--- src/rtl/adder_arbiter.sv ---
// -----------------------------------------------------------------------------
// adder_arbiter
//   Round-robin time-multiplexing of one external 32-bit ripple-carry adder
//   between NUM_REQ requesters. Operands are registered onto add_a/add_b and
//   held for SETTLE_CYCLES cycles before the external add_sum is sampled.
//   Exactly one operation is in flight at a time.
//
// Ports
//   clk, rst_n   clock (rising edge), asynchronous active-low reset
//   req_valid    per-requester request
//   req_ready    per-requester accept (one-hot, only in IDLE)
//   req_a/req_b  packed operands, requester i at [32i+31:32i]
//   add_a/add_b  registered operands to the shared adder
//   add_sum      33-bit sum back from the shared adder
//   rsp_valid/rsp_ready/rsp_id/rsp_sum  shared tagged response channel
//   busy         high whenever the FSM is not IDLE
// -----------------------------------------------------------------------------
module adder_arbiter #(
  parameter int NUM_REQ       = 4,
  parameter int ID_W          = 2,
  parameter int SETTLE_CYCLES = 2
) (
  input  logic                   clk,
  input  logic                   rst_n,
  input  logic [NUM_REQ-1:0]     req_valid,
  output logic [NUM_REQ-1:0]     req_ready,
  input  logic [32*NUM_REQ-1:0]  req_a,
  input  logic [32*NUM_REQ-1:0]  req_b,
  output logic [31:0]            add_a,
  output logic [31:0]            add_b,
  input  logic [32:0]            add_sum,
  output logic                   rsp_valid,
  input  logic                   rsp_ready,
  output logic [ID_W-1:0]        rsp_id,
  output logic [32:0]            rsp_sum,
  output logic                   busy
);

  localparam int CNT_W = (SETTLE_CYCLES > 1) ? $clog2(SETTLE_CYCLES) : 1;

  localparam logic [1:0] IDLE   = 2'd0;
  localparam logic [1:0] SETTLE = 2'd1;
  localparam logic [1:0] RESP   = 2'd2;

  localparam logic [ID_W:0]    NUM_REQ_W = (ID_W+1)'(NUM_REQ);
  localparam logic [CNT_W-1:0] CNT_INIT  = CNT_W'(SETTLE_CYCLES - 1);

  logic [1:0]         state_r;
  logic [CNT_W-1:0]   cnt_r;
  logic [ID_W-1:0]    rr_ptr_r;

  logic [NUM_REQ-1:0] rot_s;
  logic               found_s;
  logic [ID_W:0]      offset_s;
  logic [ID_W:0]      grant_sum_s;
  logic [ID_W-1:0]    grant_s;
  logic               accept_s;
  logic [31:0]        sel_a_s;
  logic [31:0]        sel_b_s;
  logic [ID_W:0]      next_ptr_sum_s;
  logic [ID_W-1:0]    next_ptr_s;

  // Rotate the request vector so bit 0 is the requester at rr_ptr.
  assign rot_s = NUM_REQ'({req_valid, req_valid} >> rr_ptr_r);

  // Priority search from the rotated bit 0; descending loop leaves the lowest hit.
  always_comb begin
    found_s  = |rot_s;
    offset_s = '0;
    for (int k = NUM_REQ - 1; k >= 0; k--) begin
      offset_s = rot_s[k] ? (ID_W+1)'(k) : offset_s;
    end
  end

  // Map rotated offset back to an absolute requester index (mod NUM_REQ).
  always_comb begin
    grant_sum_s = {1'b0, rr_ptr_r} + offset_s;
    grant_s     = (grant_sum_s >= NUM_REQ_W) ? ID_W'(grant_sum_s - NUM_REQ_W)
                                             : ID_W'(grant_sum_s);
  end

  // A grant is offered only in IDLE with some request pending; held off in reset.
  assign accept_s = rst_n && (state_r == IDLE) && found_s;

  // One-hot ready and operand mux for the granted requester.
  always_comb begin
    req_ready = '0;
    sel_a_s   = 32'd0;
    sel_b_s   = 32'd0;
    for (int k = 0; k < NUM_REQ; k++) begin
      req_ready[k] = accept_s && (grant_s == ID_W'(k));
      sel_a_s      = (grant_s == ID_W'(k)) ? req_a[32*k +: 32] : sel_a_s;
      sel_b_s      = (grant_s == ID_W'(k)) ? req_b[32*k +: 32] : sel_b_s;
    end
  end

  // Pointer for the next round: one past the requester just served.
  always_comb begin
    next_ptr_sum_s = {1'b0, rsp_id} + (ID_W+1)'(1);
    next_ptr_s     = (next_ptr_sum_s >= NUM_REQ_W) ? '0 : ID_W'(next_ptr_sum_s);
  end

  // Busy is a decode of the registered state.
  always_comb begin
    busy = (state_r != IDLE);
  end

  // Main FSM: accept, hold operands while the ripple path settles, respond.
  always_ff @(posedge clk or negedge rst_n) begin
    if (!rst_n) begin
      state_r   <= IDLE;
      cnt_r     <= '0;
      rr_ptr_r  <= '0;
      add_a     <= 32'd0;
      add_b     <= 32'd0;
      rsp_valid <= 1'b0;
      rsp_id    <= '0;
      rsp_sum   <= 33'd0;
    end else begin
      case (state_r)
        IDLE: begin
          if (accept_s) begin
            add_a   <= sel_a_s;
            add_b   <= sel_b_s;
            rsp_id  <= grant_s;
            cnt_r   <= CNT_INIT;
            state_r <= SETTLE;
          end else begin
            state_r <= IDLE;
          end
        end
        SETTLE: begin
          if (cnt_r == '0) begin
            rsp_sum   <= add_sum;
            rsp_valid <= 1'b1;
            state_r   <= RESP;
          end else begin
            cnt_r <= cnt_r - CNT_W'(1);
          end
        end
        RESP: begin
          if (rsp_ready) begin
            rsp_valid <= 1'b0;
            rr_ptr_r  <= next_ptr_s;
            state_r   <= IDLE;
          end else begin
            state_r <= RESP;
          end
        end
        default: begin
          rsp_valid <= 1'b0;
          state_r   <= IDLE;
        end
      endcase
    end
  end

endmodule

--- config.mk ---
export PLATFORM = sky130hd
export DESIGN_NAME = adder_arbiter
export DESIGN_NICKNAME = d
export VERILOG_FILES = /design/src/rtl/adder_arbiter.sv
export SDC_FILE = /design/constraint.sdc
export NUM_CORES = 1
export LEC_CHECK = 0
export ABC_AREA = 1
export BUFFER_PORTS_ARGS = -buffer_cell sky130_fd_sc_hd__buf_4
export CELL_PAD_IN_SITES_DETAIL_PLACEMENT = 1
export CELL_PAD_IN_SITES_GLOBAL_PLACEMENT = 1
export CORE_AREA = 2 2 157 159
export CTS_CLUSTER_SIZE = 24
export DETAILED_ROUTE_END_ITERATION = 10
export DIE_AREA = 0 0 159 161
export PLACE_DENSITY_LB_ADDON = 0.25
export SYNTH_ARGS = -nofsm -noshare
export SYNTH_HDL_FRONTEND = slang
export SYNTH_SLANG_ARGS = --single-unit
export TNS_END_PERCENT = 100
--- constraint.sdc ---
create_clock -name clk -period 4.4 [get_ports clk]
set_input_delay 1.32 -clock clk [delete_from_list [all_inputs] [get_ports clk]]
set_output_delay 1.32 -clock clk [all_outputs]
set_load 0.03 [all_outputs]
==> reports/qor.yml, run 1 <==
status: "finished, final reports clean"
clk_pin_slew_ns: 0.08
min_period_ns: 4.29
ff2ff_path_depth: 12
ctsHtreeMaxLevel: 3
timing.hold.ws_ns: 0.487
crit_fanout: 3
start_kind: "primary input"
peakVddDrop_v: 0.000499
yosysSeqAreaShare: 0.406
holdPathStages: 2
yosysWarnings: 0
die_w_um: 159
io_buffer_count: 400
slew_headroom: 0.401
fin_worst_skew_ns: 0.0141
synth_area_leaders: "dfrtp_1 41%, nand2_1 17%, nor2_1 7.2%"
synth_top_area_share: 0.406
synthFlopType: "dfrtp_1"
via_per_inst: 4.68
fillers: 3040
final_area_um2: 10100
design.core.area_um2: 24000
critPathArrivalTime_ns: 2.97
synth.distinct_cells: 31
dp_slack_ns: -0.179
initial_utilization: 0.270
yosysTopAreaCell: "dfrtp_1"
p_leak_nw: 5.39
synth_edf_count: 0
hold_violations: 0
stdcell_count: 1622
avgSynthCellArea_um2: 7.07
yosys_register_bits: 105
clk_latency_ns: 0.36
netlist_area_um2: 6480
final_util: 0.423
slew_violations: 0
hold_buffers: 0
cts_buffers: 9
area_growth_pct: 56.4
drive_gt1_frac: 0.390
cts_buffer_depth: 2
async_reset_ff_frac: 1.00
setup_viol: 0
antenna_found_initial: 2
rows: 57
min_period_over_period: 0.975
dp.final_hpwl_um: 22100
drv_cap: 0
wl_per_cell_um: 17.5
tritoncts: "built"
grt-ovfl-total: 0
tightest_slew_ns: 0.898
vias: 7593
fmaxAchievable_mhz: 233
dieArea_um2: 25600
routabilityCongestion: 0.820
final_nets: 1589
drc: 0
die-height_um: 161
grt_use_total: 0.218
rsz0062_at_grt: "true"
detail_route.wirelength_um: 28400
crit_required_ns: 3.08
powerDensity_nw_per_um2: 914
place_inst: 1604
grt_max_degree: 77
synthCells: 916
final_cell_mix: "422 x buf_4, 294 x nand2_1, 122 x nor2_1, 105 x dfrtp_1, 92 x nand3_1"
critPathCaptureType: "output pin"
drtPass1Iterations: 4
grt_first_pass_wirelength_um: 43800
criticalPathCategory: "in -> out"
placed_area_um2: 9780
final_common_cell: "buf_4"
final.setup.worst_slack_ns: 0.108
clock-sinks: 105
ant_nets: 0
ios: 401
drt_iter0_markers: 268
hold_path.class: "reg -> reg"
clock-root-buffer: "clkbuf_16"
synth_nets: 1214
grt_pass1_vias: 7904
cts_setup_buffers: 0
[routing by layer]
metal / GRT usage / part of all wire
met2: 0.395 / 0.51
met4: 0.0591 / 0.018
met3: 0.0565 / 0.065
met5: 0 / 0
met1: 0.256 / 0.41
[synth_stat cells, types with 3 or more instances]
cell type	n
buf_1	5
nand2_4	3
nand4_1	53
inv_2	6
a21oi_1	13
buf_6	4
nor2_1	124
clkbuf_1	24
nand2_1	294
buf_4	4
dfrtp_1	105
buf_2	23
or2_2	8
nand3_1	92
mux2_2	33
inv_1	57
o21ai_0	50
[worst paths after layout]
path / from / end / slack (ns)
setup reg to reg: rr_ptr_r[1]$_DFFE_PN0P_ / add_a[8]$_DFFE_PN0P_ / 1.30
hold / removal: add_b[21]$_DFFE_PN0P_ / add_b[21]$_DFFE_PN0P_ / 0.49
min in group asynchronous: rst_n / add_b[18]$_DFFE_PN0P_ / 1.09
hold reg to reg: add_b[21]$_DFFE_PN0P_ / add_b[21]$_DFFE_PN0P_ / 0.49
max in group asynchronous: rst_n / add_b[6]$_DFFE_PN0P_ / 2.00
setup / recovery: req_valid[1] / req_ready[0] / 0.11
[kinds of logic after synthesis]
family                   count (synthesis)  share of synthesized area
AO/OA/AOI/OAI                           65                     0.0510
XOR/XNOR                                 1                    0.00135
adder cells (fa/ha/maj)                  2                    0.00386
buffers and inverters                  124                     0.0834
AND/OR/NAND/NOR                        586                      0.397
multiplexers                            33                     0.0574
flip-flops                             105                      0.406
[where the power goes]
part | switching [W] | internal (W) | leakage (nW)
logic | 0.00441 | 0.00228 | 3.99
clock network | 0.000419 | 0.000402 | 0.144
registers | 0.000286 | 0.00146 | 1.25
total | 0.00511 | 0.00414 | 5.39
[layout make-up]
cell class	count	area, µm²	share of cell area
multi-input cells	687	3360	0.331
flip-flops and latches	105	2630	0.259
repair buffers	425	3200	0.316
diodes	2	5.00	0.000494
inverters	63	236	0.0233
well taps	324	405	0.0400
clock buffers	9	225	0.0222
clock inverters	7	73.8	0.00729
[worst max-delay path: stages]
cell and delay (ns):
buf_4 0.12, nand2_1 0.08, nand3_1 0.10, nand2_1 0.11, nand3_1 0.09, a21boi_2 0.23, ha_4 0.19, xnor2_4 0.13
nand3_4 0.14, buf_6 0.15, nand3_4 0.07, nor2_1 0.04, buf_4 0.19
[what timing repair did]
| action | CTS | global route |
|---|---|---|
| gates cloned | 0 | 0 |
| pin swaps | 0 | 4 |
| setup endpoints to repair | 4 | 4 |
| gates resized for setup | 3 | 7 |
[per-stage QoR]
step | setup TNS [ns] | total power [W]
global route | 0 | 0.0101
finish | 0 | 0.00926
detailed placement | -0.610 | 0.00851
CTS | 0 | 0.00939
global placement | -0.494 | 0.00838
floorplan | -0.0155 | 0.00623
[sequential cells by signal (all words and copies together), names as in the netlist]
name	flops
rsp_sum	33
add_a	32
add_b	32
rr_ptr_r	2
rsp_id	2
state_r	2
cnt_r	1
rsp_valid	1
Power figures use the tool's default switching activity.
==> run 2, diff against run 1 <==
==> constraint.sdc (replaced) <==
create_clock -name clk -period 4.3 [get_ports clk]
set_input_delay 1.29 -clock clk [delete_from_list [all_inputs] [get_ports clk]]
set_output_delay 1.29 -clock clk [all_outputs]
set_load 0.03 [all_outputs]
==> reports/qor.yml, run 2 (same netlist as run 1, synthesis figures left out) <==
grt_pass1_vias: 7813
clock-sinks: 105
dp.final_hpwl_um: 21800
die-height_um: 161
slew_headroom: 0.240
fin_worst_skew_ns: 0.0135
hold_violations: 0
powerDensity_nw_per_um2: 936
drc: 0
dieArea_um2: 25600
drive_gt1_frac: 0.394
drt_iter0_markers: 232
cp-startpoint: "req_valid[3]"
ios: 401
grt-ovfl-total: 0
place_inst: 1603
final_area_um2: 10200
r2r_start: "rr_ptr_r[0]$_DFFE_PN0P_"
setup_viol: 0
largest_registers: "rsp_sum x33, add_a x32, add_b x32"
io_buffer_count: 400
detail_route.wirelength_um: 28800
use_met2: 0.388
largest_register_ffs: 33
grt_use_total: 0.223
area_growth_pct: 57.0
vias: 7590
clk_latency_ns: 0.37
clock-root-buffer: "clkbuf_16"
tightest_slew_ns: 1.14
ant_nets: 0
clk_pin_slew_ns: 0.08
tritoncts: "built"
fmaxAchievable_mhz: 238
slew_violations: 0
met3_usage: 0.0598
regMostFlops: "rsp_sum"
drtPass1Iterations: 4
via_per_inst: 4.68
final_cell_mix: "424 x buf_4, 292 x nand2_1, 122 x nor2_1, 105 x dfrtp_1, 90 x nand3_1"
min_period_over_period: 0.978
routabilityCongestion: 0.855
design.core.area_um2: 24000
rows: 57
stdcell_count: 1623
placed_area_um2: 9790
wl_per_cell_um: 17.8
grt_max_degree: 68
crit_required_ns: 3.01
initial_utilization: 0.270
status: "finished, final reports clean"
grt-busiest-layer: "met2"
worstHoldStart: "add_a[24]$_DFFE_PN0P_"
cts_buffer_depth: 2
met1_usage: 0.270
antenna_found_initial: 1
min_period_ns: 4.20
crit_fanout: 4
hold_path.class: "reg -> reg"
tns_ns: 0
ctsHtreeMaxLevel: 3
final_common_cell: "buf_4"
grt_first_pass_wirelength_um: 44700
peakVddDrop_v: 0.000705
die_w_um: 159
cts_buffers: 9
final_nets: 1591
critPathCaptureType: "output pin"
final_util: 0.424
fin_total_pwr_w: 0.00952
start_kind: "primary input"
critPathArrivalTime_ns: 2.91
p_leak_nw: 5.41
criticalPathCategory: "in -> out"
drv_cap: 0
run 2: cell count changes in the layout (fill, tap and decap cells not counted), moves of 2 or more:
cell     change
nand2_1      -2
nand3_1      -2
nand3_2      +2
buf_4        +2
nand2_2      +2
run 2: report_power, final:
part / leakage, nW / total, W / switching [W] / internal [W]
clock: 0.142 / 0.000859 / 0.000444 / 0.000415
combinational: 4.01 / 0.00687 / 0.00451 / 0.00236
sequential: 1.25 / 0.00179 / 0.000292 / 0.00150
run 2: final timing paths:
kind | to | slack (ns) | cells past startpoint
worst max register to register | add_b[8]$_DFFE_PN0P_ | 0.73 | 18
max in group asynchronous | rsp_sum[2]$_DFFE_PN0P_ | 1.95 | 3
worst min-delay path | add_a[24]$_DFFE_PN0P_ | 0.48 | 2
min in group asynchronous | cnt_r$_DFFE_PN0P_ | 1.03 | 2
worst min register to register | add_a[24]$_DFFE_PN0P_ | 0.48 | 2
worst max-delay path | req_ready[0] | 0.1 | 13
run 2: routing by layer:
layer / up-vias / routed length, µm
met5: - / 0
met4: 0 / 824
met3: 41 / 1980
met2: 288 / 14100
met1: 3557 / 11900
li1: 3704 / -
run 2: worst max-delay path: stages:
cell and delay (ns):
buf_4 0.11, nand2_1 0.07, nand3_1 0.11, nand2_2 0.10
nand3_2 0.07, a21boi_2 0.17, ha_2 0.24, xnor2_4 0.14
nand3_4 0.14, buf_6 0.16, nand3_4 0.08, nor2_1 0.04
buf_4 0.18
run 2: cell type report:
type,count,area [µm²]
Clock inverter,7,83.8
Fill cell,3059,13800
Antenna cell,1,2.50
Clock buffer,9,225
Tap cell,324,405
Multi-Input combinational cell,687,3370
Inverter,63,236
Timing Repair Buffer,427,3230
Sequential cell,105,2630
run 2: what timing repair did:
action                                  in CTS  in global routing
hold buffers                                 0                  0
setup buffers                                0                  3
endpoints found under the setup margin       4                  4
pin swaps                                    0                  4
gates resized for setup                      3                  8
run 2: per-stage QoR:
stage / hold WS, ns / setup slack (ns)
after floorplan: 0.469 / -0.000475
after global placement: 0.466 / -0.194
after detailed placement: 0.471 / -0.181
after CTS: 0.491 / 0.0615
after global routing: 0.520 / -0.00788
final: 0.484 / 0.0960
